**src/rtl/magnetron_scheduler_if.sv**
```systemverilog
// Controller <-> power scheduler bundle: cooking commands in,
// power-stage enables and state code out.
interface magnetron_scheduler_if;
  logic       run;
  logic       hold;
  logic       porta;
  logic [1:0] potencia;
  logic       cook_done;
  logic       magnetron_on;
  logic       turntable_on;
  logic       fan_on;
  logic       beep;
  logic [2:0] status;

  modport master (
    output run, hold, porta, potencia, cook_done,
    input  magnetron_on, turntable_on, fan_on, beep, status
  );

  modport slave (
    input  run, hold, porta, potencia, cook_done,
    output magnetron_on, turntable_on, fan_on, beep, status
  );
endinterface

```
**src/rtl/magnetron_scheduler.sv**
```systemverilog
// Microwave power sequencer: spin-up, duty-cycled heat, pause, cool-down.
// Optional BEEP_EN adds a 3-beep end-of-cook sequence.
module magnetron_scheduler #(
  parameter int TICK_DIV = 100000000,
  parameter int PERIOD_T = 10,
  parameter int ON_T1    = 3,
  parameter int ON_T2    = 6,
  parameter int ON_T3    = 10,
  parameter int SPINUP_T = 2,
  parameter int COOL_T   = 5
) (
  input logic clock,
  input logic reset,
  magnetron_scheduler_if.slave bus
);
  localparam int TMAX = (SPINUP_T > COOL_T) ? SPINUP_T : COOL_T;
  localparam int PW   = $clog2(TICK_DIV);
  localparam int HW   = $clog2(PERIOD_T + 1);
  localparam int TW   = $clog2(TMAX + 1);
  localparam int L1   = (ON_T1 > PERIOD_T) ? PERIOD_T : ON_T1;
  localparam int L2   = (ON_T2 > PERIOD_T) ? PERIOD_T : ON_T2;
  localparam int L3   = (ON_T3 > PERIOD_T) ? PERIOD_T : ON_T3;

  localparam logic [PW-1:0] PRE_MAX = PW'(TICK_DIV - 1);
  localparam logic [HW-1:0] PH_MAX  = HW'(PERIOD_T - 1);
  localparam logic [TW-1:0] SP_END  = TW'(SPINUP_T - 1);
  localparam logic [TW-1:0] CL_END  = TW'(COOL_T - 1);

  typedef enum logic [2:0] {
    S_IDLE  = 3'd0,
    S_SPIN  = 3'd1,
    S_HEAT  = 3'd2,
    S_PAUSE = 3'd3,
    S_COOL  = 3'd4
  } state_t;

  state_t        st, st_n;
  logic [PW-1:0] pre, pre_n;
  logic [TW-1:0] tmr, tmr_n;
  logic [HW-1:0] ph, ph_n;
  logic [HW-1:0] lim, lim_n, lim_sel;
  logic          tick, running;
  logic          mag_req, turn_q, fan_q;

  assign running = (st == S_SPIN) || (st == S_HEAT) || (st == S_COOL);
  assign tick    = running && (pre == PRE_MAX);

  always_comb begin
    lim_sel = '0;
    unique case (bus.potencia)
      2'd0: lim_sel = '0;
      2'd1: lim_sel = HW'(L1);
      2'd2: lim_sel = HW'(L2);
      2'd3: lim_sel = HW'(L3);
      default: lim_sel = '0;
    endcase
  end

  // Door-open and run-drop win over timer expiry in every state.
  always_comb begin
    st_n = st;
    unique case (st)
      S_IDLE:
        if (bus.run && !bus.porta) st_n = S_SPIN;
      S_SPIN:
        if (!bus.run) st_n = S_COOL;
        else if (bus.porta || bus.hold) st_n = S_PAUSE;
        else if (tick && tmr == SP_END) st_n = S_HEAT;
      S_HEAT:
        if (!bus.run) st_n = S_COOL;
        else if (bus.porta || bus.hold) st_n = S_PAUSE;
      S_PAUSE:
        if (!bus.run) st_n = S_COOL;
        else if (!bus.hold && !bus.porta) st_n = S_HEAT;
      S_COOL:
        if (bus.run && !bus.porta) st_n = S_SPIN;
        else if (tick && tmr == CL_END) st_n = S_IDLE;
      default: st_n = S_IDLE;
    endcase
  end

  always_comb begin
    pre_n = pre;
    tmr_n = tmr;
    ph_n  = ph;
    lim_n = lim;
    if (st_n != st) begin
      pre_n = '0;
      tmr_n = '0;
    end else if (running) begin
      if (tick) begin
        pre_n = '0;
        if (st != S_HEAT) tmr_n = tmr + 1'b1;
      end else begin
        pre_n = pre + 1'b1;
      end
    end
    // Power level is sampled only at period boundaries.
    if (st == S_SPIN && st_n == S_HEAT) begin
      ph_n  = '0;
      lim_n = lim_sel;
    end else if (st == S_HEAT && st_n == S_HEAT && tick) begin
      if (ph == PH_MAX) begin
        ph_n  = '0;
        lim_n = lim_sel;
      end else begin
        ph_n = ph + 1'b1;
      end
    end
  end

  always_ff @(posedge clock or posedge reset) begin
    if (reset) begin
      st      <= S_IDLE;
      pre     <= '0;
      tmr     <= '0;
      ph      <= '0;
      lim     <= '0;
      mag_req <= 1'b0;
      turn_q  <= 1'b0;
      fan_q   <= 1'b0;
    end else begin
      st      <= st_n;
      pre     <= pre_n;
      tmr     <= tmr_n;
      ph      <= ph_n;
      lim     <= lim_n;
      mag_req <= (st_n == S_HEAT) && (ph_n < lim_n);
      turn_q  <= (st_n == S_SPIN) || (st_n == S_HEAT);
      fan_q   <= (st_n != S_IDLE);
    end
  end

  // Door gate is combinational so the magnetron drops in the same cycle.
  assign bus.magnetron_on = mag_req && (st == S_HEAT) && !bus.porta;
  assign bus.turntable_on = turn_q;
  assign bus.fan_on       = fan_q;
  assign bus.status       = st;

`ifdef BEEP_EN
  logic [PW-1:0] bpre;
  logic [2:0]    bstep;
  logic          bact, beep_q;

  always_ff @(posedge clock or posedge reset) begin
    if (reset) begin
      bpre   <= '0;
      bstep  <= '0;
      bact   <= 1'b0;
      beep_q <= 1'b0;
    end else if (bus.cook_done) begin
      bpre   <= '0;
      bstep  <= '0;
      bact   <= 1'b1;
      beep_q <= 1'b1;
    end else if (bact) begin
      if (bpre == PRE_MAX) begin
        bpre <= '0;
        if (bstep == 3'd5) begin
          bact   <= 1'b0;
          beep_q <= 1'b0;
        end else begin
          bstep  <= bstep + 1'b1;
          beep_q <= bstep[0];
        end
      end else begin
        bpre <= bpre + 1'b1;
      end
    end
  end

  assign bus.beep = beep_q;
`else
  logic unused_cook_done;
  assign unused_cook_done = bus.cook_done;
  assign bus.beep = 1'b0;
`endif
endmodule
```
**src/flat_wrapper.sv**
```systemverilog
// flat-port wrapper written by rule: the top's interface ports become plain ports
module magnetron_scheduler_flat 
#(
  parameter int TICK_DIV = 100000000,
  parameter int PERIOD_T = 10,
  parameter int ON_T1    = 3,
  parameter int ON_T2    = 6,
  parameter int ON_T3    = 10,
  parameter int SPINUP_T = 2,
  parameter int COOL_T   = 5
)
  (clock, reset, bus_run, bus_hold, bus_porta, bus_potencia, bus_cook_done, bus_magnetron_on, bus_turntable_on, bus_fan_on, bus_beep, bus_status);
  magnetron_scheduler_if bus_i ();
  input logic clock;
  input logic reset;
  input wire logic [$bits(bus_i.run)-1:0] bus_run;
  input wire logic [$bits(bus_i.hold)-1:0] bus_hold;
  input wire logic [$bits(bus_i.porta)-1:0] bus_porta;
  input wire logic [$bits(bus_i.potencia)-1:0] bus_potencia;
  input wire logic [$bits(bus_i.cook_done)-1:0] bus_cook_done;
  output wire logic [$bits(bus_i.magnetron_on)-1:0] bus_magnetron_on;
  output wire logic [$bits(bus_i.turntable_on)-1:0] bus_turntable_on;
  output wire logic [$bits(bus_i.fan_on)-1:0] bus_fan_on;
  output wire logic [$bits(bus_i.beep)-1:0] bus_beep;
  output wire logic [$bits(bus_i.status)-1:0] bus_status;
  assign bus_i.run = bus_run;
  assign bus_i.hold = bus_hold;
  assign bus_i.porta = bus_porta;
  assign bus_i.potencia = bus_potencia;
  assign bus_i.cook_done = bus_cook_done;
  assign bus_magnetron_on = bus_i.magnetron_on;
  assign bus_turntable_on = bus_i.turntable_on;
  assign bus_fan_on = bus_i.fan_on;
  assign bus_beep = bus_i.beep;
  assign bus_status = bus_i.status;
  magnetron_scheduler #(.TICK_DIV(TICK_DIV), .PERIOD_T(PERIOD_T), .ON_T1(ON_T1), .ON_T2(ON_T2), .ON_T3(ON_T3), .SPINUP_T(SPINUP_T), .COOL_T(COOL_T)) u_core (.clock(clock), .reset(reset), .bus(bus_i));
endmodule
```
**config.mk**
```make
export PLATFORM = sky130hd
export DESIGN_NAME = magnetron_scheduler_flat
export DESIGN_NICKNAME = d
export VERILOG_FILES = /design/src/rtl/magnetron_scheduler_if.sv /design/src/rtl/magnetron_scheduler.sv /design/src/flat_wrapper.sv
export SDC_FILE = /design/constraint.sdc
export NUM_CORES = 1
export LEC_CHECK = 0
export CORE_MARGIN = 5
export CORE_UTILIZATION = 35
export CTS_BUF_LIST = sky130_fd_sc_hd__clkbuf_4
export CTS_CLUSTER_SIZE = 20
export DETAILED_ROUTE_END_ITERATION = 8
export DONT_BUFFER_PORTS = 1
export PLACE_DENSITY_LB_ADDON = 0.05
export SLEW_MARGIN = 20
export SYNTH_ARGS = -nofsm -noshare
export SYNTH_HDL_FRONTEND = slang
export SYNTH_SLANG_ARGS = --single-unit
```
**constraint.sdc**
```tcl
create_clock -name clock -period 2.7 [get_ports clock]
set_input_delay 0.27 -clock clock [delete_from_list [all_inputs] [get_ports clock]]
set_output_delay 0.27 -clock clock [all_outputs]
set_load 0.005 [all_outputs]
```
After elaboration in Yosys (flattened, before gate mapping)
Cells that the tools add are included.
{ "word_totals": {"rom_bits": 0, "output_inout_bits": 7, "latchBits": 0, "ff_bits": 44, "memories": 0, "ramBits": 0} }
{ "classes": {"muxes": 25, "div": 0, "bitwise": 0, "add_sub_neg": 3, "n_lt_le_gt_ge": 1, "shift": 0, "n_eq_ne": 15, "multipliers": 0, "reduce_logical": 24} }
{ "op_table": {"columns": ["operator", "n"], "rows": [
  ["$mux W27", 3],
  ["$mux W3", 14],
  ["$add A27 B1 Y27 const B", 1],
  ["$eq A27 B27 Y1 const B", 1],
  ["$mux W4", 6],
  ["$pmux W4 S4", 1],
  ["$pmux W3 S5", 1],
  ["$logic_and A1 B1 Y1", 11],
  ["$eq A3 B1 Y1 const B", 3],
  ["$eq A3 B2 Y1 const B", 3],
  ["$eq A3 B3 Y1 const B", 2],
  ["$reduce_bool A2 Y1", 3],
  ["$add A4 B1 Y4 const B", 1],
  ["$eq A2 B2 Y1 const B", 2],
  ["$eq A4 B4 Y1 const B", 1],
  ["$logic_or A1 B1 Y1", 4],
  ["$lt A4 B4 Y1", 1],
  ["$add A3 B1 Y3 const B", 1],
  ["$logic_not A3 Y1", 1],
  ["$ne A3 B2 Y1 const B", 1],
  ["$ne A3 B3 Y1", 1],
  ["$reduce_and A3 Y1", 1],
  ["$reduce_bool A3 Y1", 1],
  ["$eq A2 B1 Y1 const B", 1],
  ["other kinds (2)", 3]
]} }

Logic depth before layout (Yosys ltp)
Gate-level depths: netlist (run 1).
{ "logic_depth": {"depth_word": 16, "depth_mapped": 14} }

Least setup slack after synthesis (run 1)
No wires, ideal clock.
{ "synth_timing": {"path_type": "reg-to-reg", "from": "reg u_core.st[0], in the netlist u_core.bus.status[0]", "to": "reg u_core.mag_req", "path_stages_with_launch": 13, "arrival_ns": 2.781, "path_buffers": 1, "period_less_slack_ns": 2.857, "required_ns": 2.623, "setup_ns": 0.077, "path_slack_ns": -0.157, "cell_sequence": "dfrtp_1 buf_6 or3b_4 o21a_4 nor4_4 o21ai_2 or2_1 o31ai_1 ha_1 nor2b_1 mux2i_1 o211ai_1 o21ai_1"} }
{ "synth_via": {"elab_chain_cells": 16} }
{ "synth_lines": {"columns": ["item", "line_no", "source"], "rows": [
  ["start, declared", "magnetron_scheduler.sv:37", "state_t st, st_n;"],
  ["start signal, assigned", "magnetron_scheduler.sv:123", "st <= st_n;"],
  ["$eq A3 B1 Y1 or $eq A3 B2 Y1 (tied branches)", null, null],
  ["$logic_or A1 B1 Y1 (2 in a row)", "magnetron_scheduler.sv:45", "assign running = (st == S_SPIN) || (st == S_HEAT) || (st == S_COOL);"],
  ["$logic_and A1 B1 Y1", "magnetron_scheduler.sv:46", "assign tick = running && (pre == PRE_MAX);"],
  ["$logic_and A1 B1 Y1", "magnetron_scheduler.sv:68", "else if (tick && tmr == SP_END) st_n = S_HEAT;"],
  ["$mux W3", "magnetron_scheduler.sv:68", null],
  ["$mux W3", "magnetron_scheduler.sv:67", "else if (bus.porta || bus.hold) st_n = S_PAUSE;"],
  ["$mux W3", "magnetron_scheduler.sv:66", "if (!bus.run) st_n = S_COOL;"],
  ["$pmux W3 S5", "magnetron_scheduler.sv:62", "unique case (st)"],
  ["$eq A3 B2 Y1", "magnetron_scheduler.sv:99, magnetron_scheduler.sv:102", null],
  ["$logic_and A1 B1 Y1 (2 in a row)", "magnetron_scheduler.sv:102", "end else if (st == S_HEAT && st_n == S_HEAT && tick) begin"],
  ["$mux W4", "magnetron_scheduler.sv:102", null],
  ["$mux W4 *", "magnetron_scheduler.sv:99", "if (st == S_SPIN && st_n == S_HEAT) begin"],
  ["net u_core.ph_n[1]", "magnetron_scheduler.sv:40", "logic [HW-1:0] ph, ph_n;"],
  ["$lt A4 B4 Y1 *", "magnetron_scheduler.sv:128", "mag_req <= (st_n == S_HEAT) && (ph_n < lim_n);"],
  ["$logic_and A1 B1 Y1 *", "magnetron_scheduler.sv:128", null],
  ["end signal, assigned", "magnetron_scheduler.sv:128", null],
  ["end, declared", "magnetron_scheduler.sv:43", "logic mag_req, turn_q, fan_q;"]
]} }
The timed path passes the listed nets; every way through them passes the cells marked *.
A chain may end at the register's enable or synchronous reset.

Worst setup path after layout (run 1)
{ "layout_timing": {"from": "reg u_core.st[2], in the netlist u_core.bus.status[2]", "to": "reg u_core.mag_req"} }
{ "layout_via": {"elab_chain_cells": 16} }
{ "layout_lines": {"columns": ["item", "line_no"], "rows": [
  ["$eq A3 B1 Y1 or $eq A3 B2 Y1 (tied branches)", null],
  ["$logic_or A1 B1 Y1 (2 in a row)", "magnetron_scheduler.sv:45"],
  ["$logic_and A1 B1 Y1", "magnetron_scheduler.sv:46"],
  ["$logic_and A1 B1 Y1", "magnetron_scheduler.sv:68"],
  ["$mux W3", "magnetron_scheduler.sv:68"],
  ["$mux W3", "magnetron_scheduler.sv:67"],
  ["$mux W3", "magnetron_scheduler.sv:66"],
  ["$pmux W3 S5", "magnetron_scheduler.sv:62"],
  ["$eq A3 B2 Y1", "magnetron_scheduler.sv:99, magnetron_scheduler.sv:102, magnetron_scheduler.sv:128"],
  ["$logic_and A1 B1 Y1 (2 in a row)", "magnetron_scheduler.sv:102"],
  ["$mux W4", "magnetron_scheduler.sv:102"],
  ["$mux W4", "magnetron_scheduler.sv:99"],
  ["$lt A4 B4 Y1", "magnetron_scheduler.sv:128"],
  ["$logic_and A1 B1 Y1 *", "magnetron_scheduler.sv:128"]
]} }
Every way passes the cells marked *; elsewhere a longest branch is shown, timed or not.

==> metrics, run 1 <==
final non-filler cell total=435; first-pass GRT wire length=10300 um; P per Cell Area=646 nW/um^2; vias in the first global route=2126; Comb power frac=43.2%; Final Hold Vio Count=0; Max-Cap Viols=0; Core ar.=7210 um^2; number of synthesized register bits=44; Post-route DRC=0; Num CTS Buffers=5; Total Power=2.14 mW; DR iter-0 viols=71; drt total wl=5860 um; vias per inst=4.71; Net Switching=0.774 mW; status=finished, violations left; Tightest Pin Transition=806 ps; switch share=36.1%; Core Rows=31; final worst-path cycle share=101%; Routed Antenna Nets=0; Total GRT Usage=14.5%; Syn Nets=286; Worst setup EP type=flop; Die Ht=95.7 um; yosys warns=0; clk sinks=44; Gate Count Post-Synth=271; Reg2Reg Depth=13; CP max FO=4; Layout area overhead=29.2%; LEAKAGE=1.55 nW; Synth Cell Area=2570 um^2; gpl congestion=0.787; sequential area share after synthesis=42.9%; Post-synth EDFFs=0; Placed Instances=414; maximum number of pins on one net before global-route repair=45; Hold Path Class=in2reg; number of H-tree levels=2; clock root buffer=clkbuf_4; Final Net Count=350; Slew HR=46.2%; Setup WS post-layout=-35.6 ps; Fmax=366 MHz; WHS Path Cells=1; slowest stage delay, CP=470 ps; Internal=1.37 mW; GRT overflow=0; Clock Latency Late Sink=360 ps; CP Launch Type=flop; worst slack, placed=-157 ps; Setup Skew=11.5 ps; Worst Path Required=2950 ps; maximum buffer depth of the clock tree=2; ys async rst share=100%; first drt pass iteration count=4; initial antenna violation count=0; critical path arrival=2990 ps; die area=9150 um^2; IR drop worst, VDD=0.210 mV; share of layout cells above drive strength 1=28.9%; Crit-path slowest cell=dfrtp_2; Post-synth top flop=dfrtp_1; IO Count=15; IO Port Bufs=0; Synth cell types=54; failing checks=negative setup slack; ANT cells=0; setup violators final=1; min Tclk post-route=2740 ps; CTS clock-pin slew for the worst setup and hold paths=130 ps; Die W=95.7 um; CP Class=reg2reg; post-DP HPWL=4250 um; Clock power frac=20.2%; RSZ-0062 raised after global routing=yes; wire per inst=13.5 um; Max Slew Vio Count=0; share of power burned in registers=36.6%; Synth Area per Inst=9.48 um^2; Cell Chain, Critical Path=buf_4, nor3b_2, nand3_1, nor4_4, a21oi_2, nor2_4, nor2_1, a21o_1, ha_1, nor2b_1, mux2i_1, o211ai_1, o21ai_1; CTS tree=done; Initial Util=35.6%; Hold Slack=23.3 ps; vias=2049
-- sequential cells by signal, indices dropped and copies added, names as in the netlist --
name,flops
u_core.bus.fan_on,1
u_core.tmr,3
u_core.mag_req,1
u_core.pre,27
u_core.lim,4
u_core.bus.turntable_on,1
u_core.bus.status,3
u_core.ph,4
-- routing by layer --
layer,track usage (%),part of all wire [%]
met5,0,0
met4,3.91,1.3
met3,3.00,3.8
met2,22.4,44
met1,20.5,51
-- path summary, 6_finish.rpt --
| check | from | endpoint | slack, ps |
|---|---|---|---|
| setup / recovery | u_core.bus.status[2] | u_core.mag_req | -40 |
| hold / removal | bus_run | u_core.bus.status[2] | 20 |
| setup reg to reg | u_core.bus.status[2] | u_core.mag_req | -40 |
| hold reg to reg | u_core.lim[0] | u_core.lim[0] | 500 |
| max in group asynchronous | reset | u_core.bus.status[2] | 1710 |
| min in group asynchronous | reset | u_core.lim[0] | 460 |
-- power by group through the flow --
stage,logic (mW),clock network [mW],registers [mW]
floorplan,0.591,0,0.791
global placement,0.877,0,0.799
detailed placement,0.879,0,0.798
CTS,0.932,0.449,0.783
global route,1.03,0.475,0.796
finish,0.926,0.432,0.784
-- stage by stage --
step           setup TNS, ps  util, %  area (um^2)
6_report               -35.6     46.0         3320
3_5_place_dp            -157     42.3         3050
5_1_grt                 -252     46.0         3320
4_1_cts                -86.3     45.0         3250
3_3_place_gp            -119     42.3         3050
2_1_floorplan          -42.3        -         2590
-- final cells by class --
class	count	area [um^2]
Clock inverter	3	42.5
Multi-Input combinational cell	210	1470
Clock buffer	5	37.5
Fill cell	719	3900
Tap cell	99	124
Timing Repair Buffer	65	510
Sequential cell	44	1100
Inverter	9	35.0
-- kinds of logic after synthesis --
group                    after synthesis  synth area share, %
buffers and inverters                 17                 3.85
AND/OR/NAND/NOR                      128                 27.7
multiplexers                           3                 1.17
AO/OA/AOI/OAI                         42                 11.0
other                                  1                0.146
flip-flops                            44                 42.9
adder cells (fa/ha/maj)                7                 3.41
XOR/XNOR                              29                 9.89
-- cells in the final DEF (no fill, tap or decap), types with 3 or more instances in the layout --
| master | Yosys | layout |
|---|---|---|
| a21oi_1 | 5 | 5 |
| and2_1 | 3 | 3 |
| and3_1 | 7 | 7 |
| and4_1 | 6 | 5 |
| buf_4 | 3 | 61 |
| clkbuf_4 | 0 | 5 |
| dfrtp_1 | 44 | 43 |
| ha_1 | 7 | 7 |
| inv_1 | 9 | 8 |
| mux2i_1 | 3 | 3 |
| nand2_1 | 21 | 21 |
| nand3_1 | 16 | 16 |
| nand4_1 | 3 | 3 |
| nor2_1 | 44 | 44 |
| nor2b_1 | 5 | 4 |
| nor3_1 | 3 | 3 |
| nor4_4 | 2 | 3 |
| o21a_1 | 3 | 3 |
| o21ai_0 | 12 | 10 |
| o21ai_1 | 4 | 4 |
| xnor2_1 | 11 | 11 |
| xor2_1 | 18 | 18 |
-- cells in the mapped netlist (3+ instances only) --
master / n / area [um^2]
buf_4: 3 / 22.5
o21ai_0: 12 / 60.1
buf_6: 3 / 33.8
and4_1: 6 / 52.6
and2_1: 3 / 18.8
o21a_1: 3 / 22.5
o21ai_1: 4 / 20.0
inv_1: 9 / 33.8
xnor2_1: 11 / 96.3
dfrtp_1: 44 / 1100
o31ai_1: 3 / 22.5
nor3_1: 3 / 15.0
mux2i_1: 3 / 30.0
nor2b_1: 5 / 31.3
ha_1: 7 / 87.6
nand4_1: 3 / 18.8
a21oi_1: 5 / 25.0
nand3_1: 16 / 80.1
xor2_1: 18 / 158
nand2_1: 21 / 78.8
and3_1: 7 / 43.8
nor2_1: 44 / 165
-- worst max-delay path, delay by kind of cell (launching register included) --
kind | cells | cell delay [ps]
AOI/OAI and AO/OA | 4 | 520
buffers and inverters | 1 | 140
muxes | 1 | 70
DFF | 1 | 470
and+or+nand+nor | 6 | 1140
adders and majority gates | 1 | 290
-- repair_timing --
item | in CTS | in global routing
resized for setup | 10 | 9
endpoints found under the hold margin | 0 | 44
hold buffers | 0 | 1
buffers inserted | 9 | 3
setup endpoints to repair | 1 | 18
pin swaps | 8 | 7
No activity file was read; power rests on OpenSTA's default activity.
==> run 2: changes to the inputs <==
- PLACE_DENSITY: unset -> 0.5
- PLACE_DENSITY_LB_ADDON: 0.05 -> unset
==> metrics, run 2 (synthesized netlist as in run 1, its figures left out) <==
Slew HR=37.1%; final worst-path cycle share=104%; Hold Slack=-6.41 ps; critical path arrival=3100 ps; Fmax=356 MHz; vias in the first global route=2070; commonest non-fill, non-tap cell in the layout=buf_4; Die W=95.7 um; Worst Path Required=2990 ps; vias=2038; min Tclk post-route=2810 ps; first drt pass iteration count=4; CP Launch Type=flop; share of layout cells above drive strength 1=26.5%; maximum buffer depth of the clock tree=2; Total Power=2.05 mW; Largest Register=u_core.pre; P per Cell Area=642 nW/um^2; status=finished, violations left; failing checks=negative hold slack, negative setup slack; # hold bufs at CTS=0; clock root buffer=clkbuf_4; wire per inst=13.3 um; vias per inst=4.81; LEAKAGE=1.47 nW; Setup WS post-layout=-111 ps; CP max FO=4; worst slack, placed=-142 ps; Hold Path Class=in2async; CTS tree=done; Sequential Area=1100 um^2; Die Ht=95.7 um; gpl congestion=0.790; maximum number of pins on one net before global-route repair=45; initial antenna violation count=0; setup violators final=1; Routed Antenna Nets=0; biggest regs=u_core.pre x27, u_core.lim x4, u_core.ph x4; most frequent cells in the layout=buf_4 (52), nor2_1 (44), dfrtp_1 (43), nand2_1 (21), xor2_1 (18); CP Class=reg2reg; max reg flops=27; Clock Latency Late Sink=350 ps; Post-route DRC=0; Final Hold Vio Count=15; CTS clock-pin slew for the worst setup and hold paths=130 ps; Total GRT Usage=13.7%; GRT overflow=0; Tightest Pin Transition=943 ps; Layout area overhead=24.1%; Final Net Count=339; Core Rows=31; Num CTS Buffers=5; DR iter-0 viols=82; die area=9150 um^2; Core ar.=7210 um^2; Worst setup EP type=flop; first-pass GRT wire length=9790 um; ANT cells=0; IR drop worst, VDD=0.261 mV; post-DP HPWL=4020 um; Reg2Reg Depth=14; RSZ-0062 raised after global routing=yes; drt total wl=5650 um; r2r setup slk=-110 ps; area of the multi-input gates=1430 um^2; Max Slew Vio Count=0; clk sinks=44; IO Count=15; Max-Cap Viols=0; Initial Util=35.6%; number of H-tree levels=2; fillcell total=730; Setup Skew=7.92 ps; IO Port Bufs=0
## run 2: path summary, 6_finish.rpt
check | start | to
setup / recovery | u_core.pre[8] | u_core.mag_req
hold / removal | reset | u_core.bus.status[2]
setup reg to reg | u_core.pre[8] | u_core.mag_req
hold reg to reg | u_core.lim[0] | u_core.lim[0]
max in group asynchronous | reset | u_core.bus.status[0]
min in group clock | bus_run | u_core.bus.status[2]
## run 2: through the flow
stage	area, um^2	instances	util (%)	hold WS (ps)	setup TNS (ps)
floorplan	2590	271	-	379	-42.3
global placement	3020	411	41.8	424	-141
detailed placement	3020	411	41.8	418	-142
CTS	3140	423	43.6	16.1	-91.7
global route	3190	424	44.2	15.7	-488
finish	3190	424	44.2	-6.41	-111
## run 2: critical path, stage by stage (launching register included)
cell	delay (ps)
dfrtp_1	420
nor4_2	290
buf_4	150
nand4_2	90
buf_6	150
nor4_4	340
o21ai_4	110
buf_4	160
o21ai_4	160
o31ai_4	100
ha_1	310
nor2b_1	130
mux2i_1	120
o211ai_1	90
o21ai_1	120
## run 2: area by class of cell
type | instances | share of cell area, %
clock buffers | 6 | 1.41
clock inverters | 2 | 1.10
inverters | 9 | 1.06
multi-input cells | 210 | 45.0
flip-flops and latches | 44 | 34.6
well taps | 99 | 3.89
repair buffers | 54 | 13.0
## run 2: power by group
| group | internal [mW] | total, mW | switching (mW) |
|---|---|---|---|
| Sequential | 0.736 | 0.790 | 0.0541 |
| Combinational | 0.380 | 0.838 | 0.458 |
| Clock | 0.204 | 0.419 | 0.214 |
## run 2: what timing repair did
action | in CTS | in global routing
setup buffers | 4 | 1
pin swaps | 7 | 5
resized for setup | 4 | 9
setup endpoints to repair | 1 | 1
## run 2: layer usage
layer,vias up,routed length (um),global-route usage [%]
li1,1044,-,-
met4,0,70,4.15
met5,-,0,0
met1,961,2710,18.7
met2,26,2650,21.8
met3,7,217,2.76
==> run 3: changes to the inputs <==
--- a/config.mk
+++ b/config.mk
@@ -7,2 +7,3 @@
 export LEC_CHECK = 0
+export CAP_MARGIN = 10
 export CORE_MARGIN = 5
--- a/constraint.sdc
+++ b/constraint.sdc
@@ -3,2 +3,2 @@
 set_output_delay 0.27 -clock clock [all_outputs]
-set_load 0.005 [all_outputs]
+set_load 0.05 [all_outputs]
==> metrics, run 3 (synthesized netlist as in run 1, its figures left out) <==
LEAKAGE=1.44 nW; status=finished, violations left; CTS tree=done; vias per inst=4.87; final non-filler cell total=423; final core utilization=44.3%; Num CTS Buffers=5; Slew HR=48.8%; ANT cells=0; IR drop worst, VDD=0.294 mV; gpl congestion=0.792; post-DP HPWL=4080 um; initial antenna violation count=0; clock root buffer=clkbuf_4; Clock Latency Late Sink=360 ps; IO Count=15; vias=2061; Die W=95.7 um; critical path arrival=3030 ps; GRT overflow=0; RSZ-0062 raised after global routing=yes; commonest non-fill, non-tap cell in the layout=buf_4; Fmax=365 MHz; P per Cell Area=664 nW/um^2; Initial Util=35.6%; maximum number of pins on one net before global-route repair=45; Tightest Pin Transition=766 ps; CP Launch Type=flop; biggest regs=u_core.pre x27, u_core.lim x4, u_core.ph x4; Layout area overhead=24.5%; Crit-path slowest cell=dfrtp_2; busiest grt layer=met1; share of layout cells above drive strength 1=27.2%; CTS clock-pin slew for the worst setup and hold paths=130 ps; DR iter-0 viols=32; Die Ht=95.7 um; met3 Use GR=3.31%; CP max FO=5; slowest stage delay, CP=450 ps; Setup Skew=10.5 ps; number of H-tree levels=2; Max Slew Vio Count=0; met2 usage=18.5%; Routed Antenna Nets=0; maximum buffer depth of the clock tree=2; min Tclk post-route=2740 ps; Setup WS post-layout=-42.1 ps; first drt pass iteration count=4; Max-Cap Viols=0; Core ar.=7210 um^2; worst slack, placed=-165 ps; Hold Path Class=in2reg; CP Class=reg2reg; met1 GRT Util=19.0%; Worst Path Required=2990 ps; Placed Instances=412; final worst-path cycle share=102%; wire per inst=12.9 um; Final Hold Vio Count=0; Buf/Inv on CP=0; Largest Register=u_core.pre; first-pass GRT wire length=9230 um; setup tns final=-42.1 ps; Final Net Count=338; vias in the first global route=1931; clk sinks=44; max reg flops=27; r2r setup slk=-40 ps; Total Power=2.12 mW; failing checks=negative setup slack; Worst setup EP type=flop; drt total wl=5470 um; CP delay by family, top=simple AND/OR/NAND/NOR gates; die area=9150 um^2; IO Port Bufs=0; Core Rows=31; Total GRT Usage=12.9%; setup violators final=1; Cell Chain, Critical Path=or3b_4, o21a_4, nor4_4, o21ai_4, or2_4, o31ai_4, ha_4, nor2b_4, mux2i_1, o211ai_1, o21ai_1; Post-route DRC=0; most frequent cells in the layout=buf_4 (51), nor2_1 (44), dfrtp_1 (41), nand2_1 (21), xor2_1 (18)
## run 3: per-stage QoR
step                hold WS, ps  cell area (um^2)
floorplan                   379              2590
global placement            417              3050
detailed placement          414              3050
CTS                        4.86              3140
global route               2.51              3200
finish                     35.9              3200
## run 3: report_power, final
part	leakage [nW]	total (mW)	internal [mW]	switching, mW
Clock	0.0274	0.329	0.103	0.226
Sequential	0.598	0.836	0.738	0.0987
Combinational	0.817	0.958	0.423	0.535
## run 3: cell type report
type,instances,area [um^2]
fill,731,4020
multi-input combinational,210,1460
sequential,44,1100
timing repair buffer,53,413
tap,99,124
clock buffer,5,37.5
inverter,9,35.0
clock inverter,3,23.8
## run 3: path summary, 6_finish.rpt
check,from,end,cells past startpoint
worst max-delay path,u_core.bus.status[0],u_core.mag_req,11
worst min-delay path,bus_run,u_core.bus.status[2],1
worst max register to register,u_core.bus.status[0],u_core.mag_req,11
worst min register to register,u_core.lim[0],u_core.lim[0],2
max in group asynchronous,reset,u_core.bus.status[0],2
min in group asynchronous,reset,u_core.lim[2],2
## run 3: routing by layer
layer	part of all wire, %	vias up
met4	1.4	0
met3	4.9	8
met1	49	973
li1	-	1040
met2	44	40
met5	0	-
## run 3: what timing repair did
action	4_1_cts	5_1_grt
hold buffers	0	1
pin swaps	1	2
buffers inserted	0	2
hold endpoints to repair	0	44
endpoints found under the setup margin	1	1
gates resized for setup	4	7
## run 3: worst reg2reg max path: stages, from the launching register on
cell and delay (ps):
dfrtp_2 450, or3b_4 410, o21a_4 150, nor4_4 350, o21ai_4 120, or2_4 280, o31ai_4 220, ha_4 240
nor2b_4 110, mux2i_1 130, o211ai_1 100, o21ai_1 120
